==> src/rtl/layer_sequencer.sv <==
// rtl/layer_sequencer.sv - per-layer load sequencer driving the neuron/weight address generator.
// Optional LAYER_SEQ_PERF_EN adds a 32-bit perf_cycles busy-cycle counter output.
module layer_sequencer #(
    parameter int IP_DATA_BUS_WIDTH         = 16,
    parameter int NEURON_ADDRESS_BUS_WIDTH  = 8,
    parameter int WEIGHTS_ADDRESS_BUS_WIDTH = 16,
    parameter int MAX_LAYERS                = 8,
    parameter int LAYER_IDX_WIDTH           = 3
) (
    input  logic                                 clk,
    input  logic                                 reset,
    input  logic                                 start,
    input  logic [LAYER_IDX_WIDTH:0]             num_layers,
    input  logic [NEURON_ADDRESS_BUS_WIDTH-1:0]  input_base_addr,
    input  logic [WEIGHTS_ADDRESS_BUS_WIDTH-1:0] weight_base_addr,
    output logic [LAYER_IDX_WIDTH-1:0]           size_rd_addr,
    input  logic [IP_DATA_BUS_WIDTH-1:0]         size_rd_data,
    output logic                                 ag_read,
    output logic [IP_DATA_BUS_WIDTH-1:0]         ag_Nk,
    output logic [WEIGHTS_ADDRESS_BUS_WIDTH-1:0] ag_weight_base,
    output logic [NEURON_ADDRESS_BUS_WIDTH-1:0]  ag_read_neuro_base,
    output logic [NEURON_ADDRESS_BUS_WIDTH-1:0]  ag_write_neuro_base,
    input  logic                                 ag_finished,
    output logic                                 run_active,
    output logic [LAYER_IDX_WIDTH-1:0]           layer_idx,
    output logic                                 busy,
    output logic                                 done,
    output logic                                 error
`ifdef LAYER_SEQ_PERF_EN
    ,
    output logic [31:0]                          perf_cycles
`endif
);
    localparam int IPW = IP_DATA_BUS_WIDTH;
    localparam int NAW = NEURON_ADDRESS_BUS_WIDTH;
    localparam int WAW = WEIGHTS_ADDRESS_BUS_WIDTH;
    localparam int LIW = LAYER_IDX_WIDTH;
    localparam logic [LIW:0] MAX_NL = (LIW+1)'(MAX_LAYERS);

    typedef enum logic [2:0] {
        S_IDLE, S_FETCH, S_CAPTURE, S_LOAD, S_RUN, S_DONE
    } state_t;

    state_t           r_state;
    state_t           w_next;
    logic [LIW-1:0]   r_idx;
    logic [LIW:0]     r_num_layers;
    logic             r_cfg_err;
    logic             r_error;
    logic [IPW-1:0]   r_cur_size;
    logic [IPW-1:0]   r_prev_size;
    logic [NAW-1:0]   r_rd_base;
    logic [NAW-1:0]   r_wr_base;
    logic [WAW-1:0]   r_w_base;
    logic             w_last;
    logic             w_bad_count;
    logic [WAW-1:0]   w_prod;

    assign w_last      = ({1'b0, r_idx} == (r_num_layers - 1'b1));
    assign w_bad_count = (num_layers < (LIW+1)'(2)) || (num_layers > MAX_NL);
    // Truncating the operands first gives the same low WAW bits as the full product.
    assign w_prod      = WAW'(r_prev_size) * WAW'(r_cur_size);

    always_ff @(posedge clk) begin
        if (reset) r_state <= S_IDLE;
        else       r_state <= w_next;
    end

    always_comb begin
        w_next = r_state;
        case (r_state)
            S_IDLE:    if (start) w_next = S_FETCH;
            S_FETCH:   w_next = r_cfg_err ? S_DONE : S_CAPTURE;
            S_CAPTURE: w_next = (size_rd_data == '0) ? S_DONE : S_LOAD;
            S_LOAD:    w_next = (r_idx == '0) ? S_FETCH : S_RUN;
            S_RUN:     if (ag_finished) w_next = w_last ? S_DONE : S_FETCH;
            S_DONE:    w_next = S_IDLE;
            default:   w_next = S_IDLE;
        endcase
    end

    always_ff @(posedge clk) begin
        if (reset) begin
            r_idx        <= '0;
            r_num_layers <= '0;
            r_cfg_err    <= 1'b0;
            r_error      <= 1'b0;
            r_cur_size   <= '0;
            r_prev_size  <= '0;
            r_rd_base    <= '0;
            r_wr_base    <= '0;
            r_w_base     <= '0;
        end else begin
            case (r_state)
                S_IDLE: if (start) begin
                    r_error      <= 1'b0;
                    r_idx        <= '0;
                    r_num_layers <= num_layers;
                    r_cfg_err    <= w_bad_count;
                    r_rd_base    <= input_base_addr;
                    r_w_base     <= weight_base_addr;
                end
                S_FETCH: if (r_cfg_err) r_error <= 1'b1;
                S_CAPTURE: begin
                    r_cur_size <= size_rd_data;
                    if (size_rd_data == '0)
                        r_error <= 1'b1;
                    else if (r_idx == '0)
                        r_wr_base <= r_rd_base + NAW'(size_rd_data);
                end
                S_LOAD: if (r_idx == '0) begin
                    r_prev_size <= r_cur_size;
                    r_idx       <= r_idx + 1'b1;
                end
                S_RUN: if (ag_finished) begin
                    r_rd_base   <= r_wr_base;
                    r_wr_base   <= r_wr_base + NAW'(r_cur_size);
                    r_w_base    <= r_w_base + w_prod;
                    r_prev_size <= r_cur_size;
                    if (!w_last) r_idx <= r_idx + 1'b1;
                end
                default: ;
            endcase
        end
    end

`ifdef LAYER_SEQ_PERF_EN
    logic [31:0] r_perf;
    always_ff @(posedge clk) begin
        if (reset)                          r_perf <= '0;
        else if (r_state == S_IDLE && start) r_perf <= '0;
        else if (r_state != S_IDLE)          r_perf <= r_perf + 32'd1;
    end
    assign perf_cycles = r_perf;
`endif

    always_comb begin
        size_rd_addr        = '0;
        ag_read             = 1'b0;
        ag_Nk               = '0;
        ag_weight_base      = '0;
        ag_read_neuro_base  = '0;
        ag_write_neuro_base = '0;
        run_active          = (r_state == S_RUN);
        busy                = (r_state != S_IDLE);
        done                = (r_state == S_DONE);
        error               = r_error;
        layer_idx           = (r_state != S_IDLE) ? r_idx : '0;
        if (r_state == S_FETCH) size_rd_addr = r_idx;
        if (r_state == S_LOAD) begin
            ag_read = 1'b1;
            ag_Nk   = r_cur_size;
            // The priming load only hands the input-layer size to the generator.
            if (r_idx != '0) begin
                ag_weight_base      = r_w_base;
                ag_read_neuro_base  = r_rd_base;
                ag_write_neuro_base = r_wr_base;
            end
        end
    end
endmodule
==> config.mk <==
export PLATFORM = sky130hd
export DESIGN_NAME = layer_sequencer
export DESIGN_NICKNAME = d
export VERILOG_FILES = /design/src/rtl/layer_sequencer.sv
export SDC_FILE = /design/constraint.sdc
export NUM_CORES = 1
export LEC_CHECK = 0
export CORE_ASPECT_RATIO = 0.6
export CORE_MARGIN = 4
export CORE_UTILIZATION = 58
export CTS_CLUSTER_SIZE = 8
export DETAILED_ROUTE_END_ITERATION = 8
export GPL_ROUTABILITY_DRIVEN = 0
export PLACE_DENSITY_LB_ADDON = 0.05
export SETUP_SLACK_MARGIN = 0.05
export SYNTH_ARGS = -nofsm -noshare
export SYNTH_HDL_FRONTEND = slang
export SYNTH_SLANG_ARGS = --single-unit
==> constraint.sdc <==
create_clock -name clk -period 7.1 [get_ports clk]
set_clock_uncertainty 0.05 [all_clocks]
set_input_delay 1.42 -clock clk [delete_from_list [all_inputs] [get_ports clk]]
set_output_delay 1.42 -clock clk [all_outputs]
set_load 0.05 [all_outputs]
==> results of run 1 <==
==> layer usage <==
| layer | track usage | wire length [microns] | up-vias |
|---|---|---|---|
| met1 | 0.4536 | 11550 | 3437 |
| li1 | - | - | 3523 |
| met5 | 0 | 0 | - |
| met3 | 0.05401 | 1902 | 36 |
| met4 | 0.06326 | 388 | 0 |
| met2 | 0.4016 | 9122 | 284 |
==> state kept, by name, indices dropped and copies added, names as in the netlist <==
signal,count
r_cur_size,16
r_cfg_err,1
r_wr_base,8
r_rd_base,8
r_w_base,16
r_state,3
error,1
r_num_layers,4
r_idx,3
r_prev_size,16
==> report_power, final <==
part	internal [mW]	switching (mW)
clock	0.251	0.223
sequential	0.461	0.0470
combinational	0.143	0.199
total	0.855	0.469
==> cells by family (layout without fill, tap and decap cells) <==
family / after synthesis / in the layout
simple gates: 410 / 410
buf+inv: 231 / 304
fa+ha+maj: 165 / 165
compound gates: 137 / 137
flops: 76 / 76
xor+xnor: 51 / 51
mux: 8 / 8
==> how the worst max path moves through the flow <==
stage | startpoint | end | slack [ps] | cells past startpoint
after global routing | r_cur_size[1] | r_w_base[15] | 1000 | 16
after CTS | r_cur_size[1] | r_w_base[15] | 1330 | 16
after global placement | r_cur_size[1] | r_w_base[15] | 1480 | 16
after detailed placement | r_cur_size[1] | r_w_base[15] | 1360 | 16
after floorplan | r_cur_size[1] | r_w_base[13] | 1680 | 20
final | r_cur_size[1] | r_w_base[15] | 1300 | 16
==> through the flow <==
step	setup WS, ps	hold slack, ps	instances
3_5_place_dp	1357	397.6	1333
5_1_grt	995.5	449.8	1349
4_1_cts	1335	407.8	1349
2_1_floorplan	1679	381.9	1078
3_3_place_gp	1478	390.8	1333
6_report	1296	412.3	1349
==> cell usage after synthesis (4+ instances only) <==
| master | instances | area (sq um) |
|---|---|---|
| a211oi_1 | 13 | 97.59 |
| a21o_1 | 7 | 52.55 |
| a21oi_1 | 56 | 280.3 |
| a311oi_1 | 20 | 175.2 |
| and2_1 | 92 | 575.6 |
| buf_2 | 8 | 40.04 |
| clkbuf_1 | 43 | 161.4 |
| dfxtp_1 | 76 | 1521 |
| fa_1 | 96 | 1922 |
| ha_1 | 69 | 863.3 |
| inv_1 | 173 | 649.4 |
| mux2i_1 | 8 | 80.08 |
| nand2_1 | 199 | 747.0 |
| nand3_1 | 5 | 25.02 |
| nand3b_1 | 4 | 30.03 |
| nor2_1 | 45 | 168.9 |
| nor2b_1 | 8 | 50.05 |
| nor3_1 | 26 | 130.1 |
| nor3b_1 | 4 | 30.03 |
| nor4_1 | 5 | 31.28 |
| o21a_1 | 7 | 52.55 |
| o21ai_0 | 18 | 90.09 |
| or3_1 | 5 | 31.28 |
| xnor2_1 | 37 | 324.1 |
| xor2_1 | 13 | 113.9 |
==> tightest hold or removal path, delay by kind of cell, from the launching register on <==
kind | cells | cell delay [ps]
compound gates | 1 | 50
flops | 1 | 320
simple gates | 1 | 50
==> final cells by class <==
type                    count  share of cell area
clock buffers               9             0.02251
clock inverters             7            0.007628
inverters                 173             0.06490
multi-input cells         771              0.6159
flip-flops and latches     76              0.1521
well taps                 198             0.02476
repair buffers            115              0.1123
==> results.md, run 1 <==
- Clock root cell: clkbuf_16
- Largest net degree at the start of global routing: 77
- Xor-xnor portion of the synthesized cell area: 0.05362
- Antenna violations before repair: 0
- Cell chain of the critical path: nand2_1 -> fa_1 -> fa_1 -> inv_1 -> fa_1 -> fa_1 -> fa_1 -> inv_1 -> fa_1 -> inv_1 -> ha_1 -> and3_1 -> nand2_1 -> a311oi_1 -> xnor2_1 -> a311oi_1
- Buf/Inv on CP: 3
- Horiz. Die Dim: 165.1 microns
- Crit-path max FO: 19
- Post-synthesis sequential area ratio: 0.1772
- Max Slew Vio Count: 0
- Synth Area in Compound Gates: 0.1024
- Total of max-cap violations: 0
- Hold Crit Class: flop to flop
- Unrepaired setup endpoints after global routing: no
- R2r startpoint: r_cur_size[1]
- First-pass GRT wire length: 37,640 microns
- Leading cell type in the layout, fill and taps excluded: nand2_1
- Clk_lat worst skew: 340 ps
- #FFs+latches synth: 76
- Cells after Synth: 1,078
- Worst-path clk slew: around 80 ps
- Largest family of logic cells by synthesized area: adder cells
- Crit path kind: flop to flop
- Hold endpoint: r_prev_size[15]
- HPWL Detailed: 17,530 microns
- Antenna diodes: 0
- Power, Total: 1.324 mW
- Top delay family on crit path: adder cells
- Post-route ant nets: 0
- Die height: 102.3 microns
- I/O Buffers: 106
- Mapped Avg Cell Area: 7.966 sq um
- Routed Wire Length: 22,960 microns
- DRT iter0 DRCs: 614
- Slowest CP cell: dfxtp_1
- Grt ovf: 0
- Final TNS setup: 0 ps
- Mux share of post-synthesis cell area: 0.009325
- Placed Area: roughly 9700 sq um
- Setup crit end kind: flop
- Final worst path period share: 0.8174
- H-tree depth: 3
- Vias in the first global route: 7,027
- FMAX: between 150 and 200 MHz
- Leakage: 4.344 nW
- Post-synth EDFFs: 0
- I/O Pins: 107
- Reg2reg end: r_w_base[15]
- Vias per inst: about 5.4
- CTS tree: done
- CTS Buf Count: 9
- Register Area: 1521 sq um
- Slew headroom: 0.2836
- CP Launch Type: flop
- Layout Utilization: 0.6898
- Total Routing Usage GR: 0.2862
- Status: finished, final reports clean
- Post-synth ARST share: 0
- Critical path arrival: 6010 ps
- DR WL/cell: 17.02 microns
- Post-Synth Simple-Gate Area: 0.2273
- Area grow syn2layout: 16.52%
- P per Cell Area: approximately 130 nW/um^2
- Worst Tran Pin Value: roughly 1100 ps
- Synth Area in Adders: 0.3243
- Layout cells sized above 1: 0.03128
- CTS Buffer Depth: 2
- Syn. warnings: 0
- Worst R2R Path Depth: 16
- Crit path largest cell delay: 760 ps
- Syn nets: 1,291
- CTS-repair resized insts: 0
- Die ar.: 16,880 sq um
- Via count: roughly 7,300
- Hold Crit Start: r_prev_size[15]
- Hold buffer count at cts: 0
- Setup-failing EPs final: 0
- Design area: 10,010 sq um
- Post-Syn Area: 8587 sq um
- R2R Setup Slk: 1300 ps
- Row count: 34
- Commonest cells after routing, fill and taps aside: 199 x nand2_1, 173 x inv_1, 105 x clkdlybuf4s50_1
- Initial Util: 0.5919
- Setup bufs post-CTS: 0
- Critical Path RT: about 7300 ps
- Area of the multi-input gates: 6162 sq um
- NumNets Final: 1,359
- WHS Path Cells: 2
- Maximum vdd drop: 0.0001007 V
- Number of fill cells: 1,260
- Core area: between 10,000 and 15,000 sq um
- Final Hold Violating Endpoints: 0
- Fin crit period: 5804 ps
- CTS Sinks: 76
- Ys flop type: dfxtp_1
- Crit path top cell by count: fa_1
- Number of remaining DRC errors: 0
- Yosys cell types: 48
- TritonRoute pass-1 iters: 5
Power figures use the tool's default switching activity.
==> inputs of run 2 (changes only) <==
--- a/config.mk
+++ b/config.mk
@@ -7,7 +7,7 @@
 export LEC_CHECK = 0
 export CORE_ASPECT_RATIO = 0.6
 export CORE_MARGIN = 4
-export CORE_UTILIZATION = 58
+export CORE_UTILIZATION = 52
 export CTS_CLUSTER_SIZE = 8
 export DETAILED_ROUTE_END_ITERATION = 8
 export GPL_ROUTABILITY_DRIVEN = 0
==> constraint.sdc (replaced) <==
create_clock -name clk -period 4.7 [get_ports clk]
set_clock_uncertainty 0.05 [all_clocks]
set_input_delay 0.94 -clock clk [delete_from_list [all_inputs] [get_ports clk]]
set_output_delay 0.94 -clock clk [all_outputs]
set_load 0.05 [all_outputs]
==> results.md, run 2 (synthesis gave the netlist of run 1 again) <==
- Row count: 36 (was 34)
- NumNets Final: 1,479 (was 1,359)
- Routed Wire Length: 26,410 microns (was 22,960 microns)
- Area grow syn2layout: 32.76% (was 16.52%)
- Grt ovf: 0 (unchanged)
- Fin crit period: 5131 ps (was 5804 ps)
- Leakage: 5.041 nW (was 4.344 nW)
- TritonRoute pass-1 iters: 5 (unchanged)
- Vias in the first global route: 7,630 (was 7,027)
- Status: complete, but fails checks (was finished, final reports clean)
- Failing checks: negative setup slack
- Horiz. Die Dim: 173.9 microns (was 165.1 microns)
- I/O Buffers: 106 (unchanged)
- Hold Crit Class: flop to flop (unchanged)
- CTS tree: done (unchanged)
- Core area: 16,220 sq um (was 14,510 sq um)
- Setup crit end kind: flop (unchanged)
- Leading cell type in the layout, fill and taps excluded: nand2_1 (unchanged)
- Post-route ant nets: 0 (unchanged)
- Via count: 7,869 (was 7,280)
- Max Slew Vio Count: 0 (unchanged)
- Layout cells sized above 1: 0.1975 (was 0.03128)
- Crit path kind: flop to flop (unchanged)
- Clk_lat worst skew: 340 ps (about the same)
- H-tree depth: 3 (unchanged)
- I/O Pins: 107 (unchanged)
- Power, Total: 2.161 mW (was 1.324 mW)
- P per Cell Area: 189.6 nW/um^2 (was 132.4 nW/um^2)
- Initial Util: 0.5296 (was 0.5919)
- Worst-path clk slew: 70 ps (was 80 ps)
- Die ar.: 18,700 sq um (was 16,880 sq um)
- Largest regs: r_cur_size x16, r_prev_size x16, r_w_base x16 (unchanged)
- HPWL Detailed: 20,190 microns (was 17,530 microns)
- DR WL/cell: 17.85 microns (was 17.02 microns)
- Clock root cell: clkbuf_16 (unchanged)
- Dpl ws: -548.0 ps (was 1357 ps)
- First-pass GRT wire length: 41,480 microns (was 37,640 microns)
- CTS Buffer Depth: 2 (unchanged)
- CTS Sinks: 76 (unchanged)
- Number of fill cells: 1,331 (was 1,260)
- Worst R2R Path Depth: 19 (was 16)
- Commonest cells after routing, fill and taps aside: 193 x nand2_1, 159 x inv_1, 112 x buf_4 (was 199 x nand2_1, 173 x inv_1, 105 x clkdlybuf4s50_1)
- Antenna diodes: 0 (unchanged)
- Final Worst Setup Slack: -430.9 ps (was 1296 ps)
- CTS Buf Count: 9 (unchanged)
- Final TNS setup: -2601 ps (was 0 ps)
- Vias per inst: 5.317 (was 5.397)
- Final Hold Violating Endpoints: 0 (unchanged)
- DRT iter0 DRCs: 647 (was 614)
- Antenna violations before repair: 0 (unchanged)
- Total Routing Usage GR: 0.2819 (was 0.2862)
- Unrepaired setup endpoints after global routing: yes (was no)
- Critical path arrival: 5330 ps (was 6010 ps)
- Total of max-cap violations: 0 (unchanged)
- Crit-path max FO: 5 (was 19)
- Number of remaining DRC errors: 0 (unchanged)
- Critical Path RT: 4900 ps (was 7310 ps)
- Maximum vdd drop: 0.0001548 V (was 0.0001007 V)
- WHS Path Cells: 2 (unchanged)
- Slew headroom: 0.2654 (was 0.2836)
- Final worst path period share: 1.092 (was 0.8174)
- Setup-failing EPs final: 8 (was 0)
- FMAX: 194.9 MHz (was 172.3 MHz)
- Worst Tran Pin Value: 1102 ps (was 1071 ps)
- CP Launch Type: flop (unchanged)
- Die height: 107.5 microns (was 102.3 microns)
- Largest net degree at the start of global routing: 54 (was 77)
-- run 2: cell type report --
| class | instances | area [sq um] | share of cell area |
|---|---|---|---|
| clock buffers | 9 | 225.2 | 0.01976 |
| well taps | 209 | 261.5 | 0.02294 |
| multi-input cells | 771 | 6470 | 0.5676 |
| inverters | 173 | 649.4 | 0.05696 |
| clock inverters | 7 | 102.6 | 0.009000 |
| flip-flops and latches | 76 | 1585 | 0.1391 |
| repair buffers | 235 | 2106 | 0.1847 |
-- run 2: what timing repair did --
item                       4_1_cts  5_1_grt
cloned                           0        0
gates resized for setup         71       45
setup buffers                   17       11
pin swaps                       54       52
hold buffers                     0        0
setup endpoints to repair        9       10
-- run 2: worst paths after layout --
check                           slack, ps            start         endpoint
worst max-delay path                 -430   r_prev_size[7]     r_w_base[13]
worst min-delay path                  430  r_prev_size[15]  r_prev_size[15]
worst max register to register       -430   r_prev_size[7]     r_w_base[13]
worst min register to register        430  r_prev_size[15]  r_prev_size[15]
-- run 2: layer usage --
metal  track usage  up-vias  part of all wire
li1              -     3757                 -
met1        0.4213     3746              0.47
met2        0.4172      326              0.42
met3       0.07125       40             0.096
met4       0.04912        0             0.017
met5             0        -                 0
-- run 2: where the power goes --
group / internal, mW / switching (mW)
clock network: 0.475 / 0.325
registers: 0.689 / 0.0475
logic: 0.270 / 0.355
total: 1.43 / 0.727
-- run 2: critical path: stages (launching register included) --
cell,delay [ps]
dfxtp_4,340
buf_4,150
and2_4,150
fa_1,490
inv_2,40
fa_1,510
fa_1,430
fa_1,490
inv_1,50
fa_1,470
inv_1,50
fa_1,570
inv_2,60
ha_4,220
a21o_1,180
a21oi_2,180
a21boi_2,200
xnor2_1,130
nand2_1,80
a221oi_2,220
-- run 2: through the flow --
step           instance area (sq um)  cells  utilization  hold slack (ps)
6_report                       11400   1480       0.7030            429.4
5_1_grt                        11400   1480       0.7030            452.2
3_3_place_gp                   10490   1437       0.6471            394.5
2_1_floorplan                   8716   1078            -            381.9
3_5_place_dp                   10490   1437       0.6471            400.7
4_1_cts                        11180   1469       0.6895            425.0
